[config.mk]
export PLATFORM = sky130hd
export DESIGN_NAME = jtdd_dwnld_buf
export DESIGN_NICKNAME = d
export VERILOG_FILES = /design/src/rtl/jtdd_dwnld_buf.sv
export SDC_FILE = /design/constraint.sdc
export NUM_CORES = 1
export LEC_CHECK = 0
export ABC_AREA = 1
export ABC_CLOCK_PERIOD_IN_PS = 4300
export CORE_ASPECT_RATIO = 0.8
export CORE_MARGIN = 4
export CORE_UTILIZATION = 55
export CTS_CLUSTER_SIZE = 14
export DETAILED_ROUTE_END_ITERATION = 6
export PLACE_DENSITY = 0.84
export SETUP_SLACK_MARGIN = 0.4
export SYNTH_ARGS = -nofsm -noshare
export SYNTH_HDL_FRONTEND = slang
export SYNTH_SLANG_ARGS = --single-unit
[constraint.sdc]
create_clock -name clk -period 4.3 [get_ports clk]
set_input_delay 1.075 -clock clk [delete_from_list [all_inputs] [get_ports clk]]
set_output_delay 1.075 -clock clk [all_outputs]
set_load 0.01 [all_outputs]
[src/rtl/jtdd_dwnld_buf.sv]
// ROM download buffer: maps the ioctl byte stream onto SDRAM words through a 4-entry FIFO and a PROM port.
// Optional checksum accumulator enabled by defining JTDD_DWNLD_CKSUM_EN.
//  state | meaning
//  IDLE  | no SDRAM request outstanding; loads FIFO head when non-empty
//  ISSUE | prog_* valid and prog_we high until sdram_ack pops the head
module jtdd_dwnld_buf (
  input  logic        clk,
  input  logic        rst_n,
  input  logic        downloading,
  input  logic [24:0] ioctl_addr,
  input  logic [7:0]  ioctl_data,
  input  logic        ioctl_wr,
  input  logic        sdram_ack,
  output logic [21:0] prog_addr,
  output logic [7:0]  prog_data,
  output logic [1:0]  prog_mask,
  output logic        prog_we,
  output logic        prom_we,
  output logic [7:0]  prom_addr,
  output logic [3:0]  prom_data,
  output logic        dwnld_busy,
  output logic        overflow,
  output logic [15:0] cksum
);

  typedef enum logic {IDLE = 1'b0, ISSUE = 1'b1} state_t;

  state_t      state, state_nx;
  logic        accept;
  logic        map_sdram, map_prom;
  logic [21:0] map_addr;
  logic [1:0]  map_mask;
  logic        push, push_ok, pop, ovf_set, load_head;
  logic        dl_q, clr;
  logic [31:0] fifo_mem [4];
  logic [1:0]  wr_ptr, rd_ptr, wr_idx;
  logic [2:0]  count;
  logic        fifo_empty, fifo_full;

  assign accept = ioctl_wr & downloading;

  always_comb begin
    map_sdram = 1'b0;
    map_prom  = 1'b0;
    map_addr  = '0;
    map_mask  = 2'b11;
    if (ioctl_addr < 25'h60000) begin
      map_sdram = 1'b1;
      map_addr  = ioctl_addr[22:1];
      map_mask  = ioctl_addr[0] ? 2'b01 : 2'b10;
    end else if (ioctl_addr < 25'h80000) begin
      map_sdram = 1'b1;
      map_addr  = 22'h60000 + {6'd0, ioctl_addr[15:0]};
      map_mask  = ioctl_addr[16] ? 2'b01 : 2'b10;
    end else if (ioctl_addr < 25'hC0000) begin
      map_sdram = 1'b1;
      map_addr  = 22'h80000 + {5'd0, ioctl_addr[16:0]};
      map_mask  = ioctl_addr[17] ? 2'b01 : 2'b10;
    end else if (ioctl_addr < 25'hC4000) begin
      map_sdram = 1'b1;
      map_addr  = 22'hC0000 + {8'd0, ioctl_addr[13:0]};
      map_mask  = 2'b10;
    end else if (ioctl_addr < 25'hC4100) begin
      map_prom  = 1'b1;
    end
  end

  assign fifo_empty = (count == 3'd0);
  assign fifo_full  = (count == 3'd4);
  assign push       = accept & map_sdram;
  assign push_ok    = push & (~fifo_full | pop);
  assign ovf_set    = push & fifo_full & ~pop;
  // Pointers may only restart when nothing is queued or in flight.
  assign clr        = downloading & ~dl_q & fifo_empty & (state == IDLE);
  assign wr_idx     = clr ? 2'd0 : wr_ptr;

  always_ff @(posedge clk or negedge rst_n) begin
    if (!rst_n) dl_q <= 1'b0;
    else        dl_q <= downloading;
  end

  always_ff @(posedge clk) begin
    if (push_ok) fifo_mem[wr_idx] <= {map_addr, ioctl_data, map_mask};
  end

  always_ff @(posedge clk or negedge rst_n) begin
    if (!rst_n) begin
      wr_ptr <= '0;
      rd_ptr <= '0;
      count  <= '0;
    end else if (clr) begin
      rd_ptr <= '0;
      wr_ptr <= push_ok ? 2'd1 : 2'd0;
      count  <= push_ok ? 3'd1 : 3'd0;
    end else begin
      if (push_ok) wr_ptr <= wr_ptr + 2'd1;
      if (pop)     rd_ptr <= rd_ptr + 2'd1;
      count <= count + {2'd0, push_ok} - {2'd0, pop};
    end
  end

  always_ff @(posedge clk or negedge rst_n) begin
    if (!rst_n)       overflow <= 1'b0;
    else if (clr)     overflow <= 1'b0;
    else if (ovf_set) overflow <= 1'b1;
  end

  always_ff @(posedge clk or negedge rst_n) begin
    if (!rst_n) state <= IDLE;
    else        state <= state_nx;
  end

  always_comb begin
    state_nx = state;
    case (state)
      IDLE:    if (!fifo_empty) state_nx = ISSUE;
      ISSUE:   if (sdram_ack)   state_nx = IDLE;
      default: state_nx = IDLE;
    endcase
  end

  always_comb begin
    prog_we   = (state == ISSUE);
    load_head = (state == IDLE) & ~fifo_empty;
    pop       = (state == ISSUE) & sdram_ack;
  end

  always_ff @(posedge clk or negedge rst_n) begin
    if (!rst_n) begin
      prog_addr <= '0;
      prog_data <= '0;
      prog_mask <= 2'b11;
    end else if (load_head) begin
      {prog_addr, prog_data, prog_mask} <= fifo_mem[rd_ptr];
    end
  end

  always_ff @(posedge clk or negedge rst_n) begin
    if (!rst_n) begin
      prom_we   <= 1'b0;
      prom_addr <= '0;
      prom_data <= '0;
    end else begin
      prom_we <= accept & map_prom;
      if (accept & map_prom) begin
        prom_addr <= ioctl_addr[7:0];
        prom_data <= ioctl_data[3:0];
      end
    end
  end

  assign dwnld_busy = downloading | ~fifo_empty | (state == ISSUE);

`ifdef JTDD_DWNLD_CKSUM_EN
  always_ff @(posedge clk or negedge rst_n) begin
    if (!rst_n)      cksum <= '0;
    else if (clr)    cksum <= accept ? {8'd0, ioctl_data} : 16'd0;
    else if (accept) cksum <= cksum + {8'd0, ioctl_data};
  end
`else
  assign cksum = 16'h0000;
`endif

endmodule

---- Word-level counts from Yosys, hierarchy flattened ----
Memory sizes are Yosys's and may differ from the RTL's. A register that Yosys moved wholly into a read port is not among the register bits.
Index checks and enable logic that the tools add are counted.
operators by class
  add/sub/neg operators ................... 7
  $lt $le $gt $ge ......................... 5
  equal/unequal tests ..................... 1
  muxes and demuxes ....................... 35
  bitwise operators ....................... 19
  reductions and logical operators ........ 5
operator list
  kind                    number
  $lt 25x20->1 const B    4
  $mux 21                 3
  $lt 25x19->1 const B    1
  $mux 2                  11
  $mux 22                 1
  $add 20x14->21 const A  1
  $add 20x17->21 const A  1
  $add 19x16->20 const A  1
  $mux 1                  18
  $and 1x1->1             11
  $reduce_bool 2->1       3
  $not 1->1               5
  $add 2x1->2 const B     2
  $add 3x1->3             1
  $eq 3x3->1 const B      1
  $logic_not 3->1         1
  $mux 3                  1
  $or 1x1->1              3
  $sub 3x1->3             1
  $pmux 1 s2              1
  $logic_not 1->1         1
word-level totals
  register bits ........................... 23
  memory bits (writable) .................. 128
  input bits .............................. 38
  word-level logic and storage cells ...... 82
  memories ................................ 1
memories
  name      words  width  read ports  clocked after Yosys merged registers in  write ports  RTL line  source
  fifo_mem  4      32     1           1                                        1            35        logic [31:0] fifo_mem [4];

---- Depth between registers and ports, before layout ----
  depth in word-level cells ............... 10
  mapped depth ............................ 11
  mapped depth without buffers ............ 11

---- Least setup slack after synthesis ----
No wires, ideal clock.
  kind .................................... in2reg
  start point ............................. input port ioctl_addr[22]
  end point ............................... memory fifo_mem[2][0], enable pin
  library setup time ...................... 461 ps
  data arrival time ....................... 3906 ps
  data required time ...................... 3839 ps
  slack ................................... -67 ps
  stages on the path ...................... 5
  path through ............................ nor2_2 -> nand3_1 -> nor2_4 -> nand4_2 -> nor3_1
between the ends
  cells in the longest elaborated chain, start to end .. 9
  elaborated cells between the ends (all ways) .. 12
  those cells by class .................... order compare: 4; mux: 6; bitwise: 2
ends and longest elaborated chain
  what                              RTL line  source
  from (decl)                       10        input logic [24:0] ioctl_addr,
  $lt 25x20->1                      59        end else if (ioctl_addr < 25'hC4000) begin
  $mux 1                            59
  $mux 1                            55        end else if (ioctl_addr < 25'hC0000) begin
  $mux 1                            51        end else if (ioctl_addr < 25'h80000) begin
  $mux 1 (*)                        47        if (ioctl_addr < 25'h60000) begin
  $and 1x1->1 (*)                   70        assign push = accept & map_sdram;
  $and 1x1->1 (*)                   71        assign push_ok = push & (~fifo_full | pop);
  $mux 1 (*)                        83        if (push_ok) fifo_mem[wr_idx] <= {map_addr, ioctl_data, map_mask};
  $mux 1 (implied by the code) (*)  83
  to (decl)                         35
Every way passes the cells marked *; elsewhere a longest branch is shown, timed or not.

---- Worst setup path after layout ----
  start point ............................. input port downloading
  end point ............................... output port dwnld_busy
between the ends
  cells in the longest elaborated chain, start to end .. 2
ends and longest elaborated chain
  what                     RTL line  source
  from (decl)              9         input logic downloading,
  $or 1x1->1 (2 in a row)  152       assign dwnld_busy = downloading | ~fifo_empty | (state == ISSUE);
  to (decl)                21        output logic dwnld_busy,
No other way between the ends.

==> impl_metrics.yaml <==
status:
  status: "finished clean"
hold_path:
  hp-class: "flop to flop"
global_route:
  grt_pass1_wl_um: 27500
  grt_max_degree: 68
  track_usage: 0.222
  grt_overflow_total: 0
  antenna_found_initial: 0
  grt_pass1_vias: 5302
route:
  drc_errors: 0
  ant_nets: 0
  post_drt_via_cell_ratio: 5.52
  vias: 5296
  drtPass1Iterations: 5
  post_drt_wl_per_cell_um: 17.7
  drtIter0Drc: 504
  wl_um: 17000
power:
  power_frac_clock: 0.310
  p_per_area_nw_per_um2: 582
  comb_power_share: 0.283
  leakagePower_nw: 3.53
  internal_power_mw: 3.77
  power_frac_seq: 0.408
  peakVddDrop_uv: 338
  switching_share: 0.304
  netSwitchingPower_mw: 1.65
yosys:
  synth.distinct_cells: 38
  syn_inst: 684
  ys_warn_count: 0
  syn-cell-area_um2: 7730
  ys_seq_elements: 183
  synth.avg_cell_area_um2: 11.3
  yosysSeqAreaShare: 0.676
final_layout:
  nNetsFinal: 808
  n_antenna_cell: 0
  layout.cells.non_filler: 960
  area_growth_pct: 20.3
  drive_gt1_frac: 0.121
  layout_common_cells: "nor2_1 (177), edfxtp_1 (128), clkdlybuf4s50_1 (84), o21ai_0 (67), dfrtp_1 (52)"
  final_area_um2: 9300
  final_common_cell: "nor2_1"
setup_path:
  path_buf_inv: 3
  critPathTopFamily: "buffers and inverters"
  crit_slowest_cell: "clkdlybuf4s50_1"
  path_cells: "clkdlybuf4s50_1 > inv_1 > nand2_1 > clkdlybuf4s50_1"
  path_class: "input port to output port"
  critPathMaxStageDelay_ns: 0.53
  worstPathRequired_ns: 3.22
  rrSetupSlack_ns: 1.94
  crit_fanout: 3
  crit_path_end_kind: "output port"
  cp-start-kind: "input port"
  crit_arrival_ns: 2.22
  crit_top_cell: "clkdlybuf4s50_1"
timing:
  final.setup.worst_slack_ns: 1.00
  hold_viol: 0
  skew_ns: 0.0109
  timing.fmax_ghz: 0.303
  post-route-period-util: 0.767
  setup_viol: 0
  worst_slew_pin_slew_ns: 1.13
  relSlewSlack: 0.247
  fin_crit_ns: 3.30
  slew_viol_final: 0
  tns_ns: 0
  hold_slack_ns: 0.507
  rsz0062_at_grt: "false"
placement:
  dp.cells: 928
  place_hpwl_um: 10600
  preCtsSetupSlack_ns: 0.982
  gp_congestion: 0.871
  postPlaceCellArea_um2: 8660
  port_buffers: 85
clock_tree:
  path_clk_slew_ns: 0.07
  clkLatencyLatePin_ns: 0.43
  cts_setup_buffers: 0
  cts_num_sinks: 183
  cts_htree_levels: 4
  ctsResizeCount: 0
  cts_hold_buf: 0
  cts_buffers: 17
  cts_root_buf: "clkbuf_16"
  clk_path_buf_depth: 2
  cts_tree: "built"
die:
  die_area_um2: 16000
  core-area_um2: 13600
  initial_core_util: 0.567
  ios: 102
  die_x_um: 141
  fp-row-count: 38
  die_h_um: 114
job:
  drv_cap: 0
-- synthesized netlist by cell type --
cell type / count / area share
a31oi_1: 33 / 0.027
clkbuf_2: 4 / 0.0026
nand2_1: 38 / 0.018
nand4_1: 2 / 0.0016
dfrtp_1: 53 / 0.17
o21ai_1: 5 / 0.0032
nand4_4: 1 / 0.0028
ha_1: 2 / 0.0032
nor2_2: 11 / 0.0089
dfstp_2: 2 / 0.0068
nor3_2: 2 / 0.0026
inv_4: 2 / 0.0016
buf_1: 1 / 0.00049
and3_1: 1 / 0.00081
nor2_4: 3 / 0.0044
nor2_1: 179 / 0.087
nand3_1: 27 / 0.017
nor3_1: 3 / 0.0019
o21ai_0: 67 / 0.043
or2_0: 1 / 0.00081
fa_1: 1 / 0.0026
a21oi_2: 12 / 0.014
xor2_1: 2 / 0.0023
inv_1: 28 / 0.014
o22ai_1: 1 / 0.00081
edfxtp_1: 128 / 0.50
inv_2: 6 / 0.0029
nand2_4: 3 / 0.0044
nand2_2: 2 / 0.0016
buf_4: 21 / 0.020
nor4_1: 1 / 0.00081
nand3_2: 7 / 0.0091
a21oi_1: 7 / 0.0045
clkbuf_1: 8 / 0.0039
conb_1: 1 / 0.00049
buf_2: 15 / 0.0097
nand4_2: 1 / 0.0016
buf_6: 3 / 0.0044
-- cells by family (layout without fill, tap and decap cells) --
family,Yosys count,count (layout),synth area share
and+or+nand+nor,282,282,0.164
DFF,183,183,0.676
AOI/OAI and AO/OA,125,125,0.0922
buffers and inverters,88,161,0.0596
adders and majority gates,3,3,0.00583
xor gates and xnor gates,2,2,0.00227
other,1,24,0.000485
-- stage by stage --
stage / utilization / total power, mW
after global placement: 0.634 / 3.69
after detailed placement: 0.634 / 3.76
after global routing: 0.681 / 5.70
after CTS: 0.681 / 5.43
after floorplan: - / 3.18
final: 0.681 / 5.41
-- power by group through the flow --
stage          Combinational [mW]  Clock, mW  Sequential [mW]
6_report                     1.53       1.68             2.21
5_1_grt                      1.70       1.78             2.23
4_1_cts                      1.53       1.69             2.21
3_5_place_dp                 1.51          0             2.25
3_3_place_gp                 1.46          0             2.23
2_1_floorplan               0.893          0             2.28
-- final timing paths --
kind,startpoint,endpoint,cells after the start
max,downloading,dwnld_busy,4
min,prog_mask[1]$_DFFE_PN1P_,prog_mask[1]$_DFFE_PN1P_,2
max reg2reg,count[1]$_DFF_PN0_,fifo_mem[0][2]$_DFFE_PP_,8
min reg2reg,prog_mask[1]$_DFFE_PN1P_,prog_mask[1]$_DFFE_PN1P_,2
max in group asynchronous,rst_n,prog_mask[0]$_DFFE_PN1P_,2
min in group asynchronous,rst_n,prog_addr[10]$_DFFE_PN0P_,1
-- layer usage --
layer / wire [um] / global-route usage
met1: 7140 / 0.299
met2: 8190 / 0.362
met3: 1480 / 0.0604
met4: 189 / 0.0587
met5: 0 / 0
-- worst reg2reg max path, cell delays in order, from the launching register on --
cell and delay [ns]:
dfrtp_1 0.43, nor2_1 0.11, nand2_1 0.10, nor2_2 0.13, nand2_1 0.23, nand2_1 0.21, nand2_1 0.10, nor2_2 0.47
buf_12 0.26
-- state kept, by name, summed over array words and instances (netlist names) --
signal and flops:
overflow 1, wr_ptr 2, prog_addr 22, prog_data 8
prog_we 1, prom_data 4, count 3, prog_mask 2
rd_ptr 2, fifo_mem 128, dl_q 1, prom_we 1
prom_addr 8
-- area by class of cell --
cell class	instances	area, um^2
Clock inverter	9	174
Sequential cell	183	5220
Multi-Input combinational cell	436	2150
Inverter	36	140
Fill cell	920	4350
Timing Repair Buffer	93	918
Clock buffer	23	468
Tap cell	180	225
(Power assumes the default switching activity.)
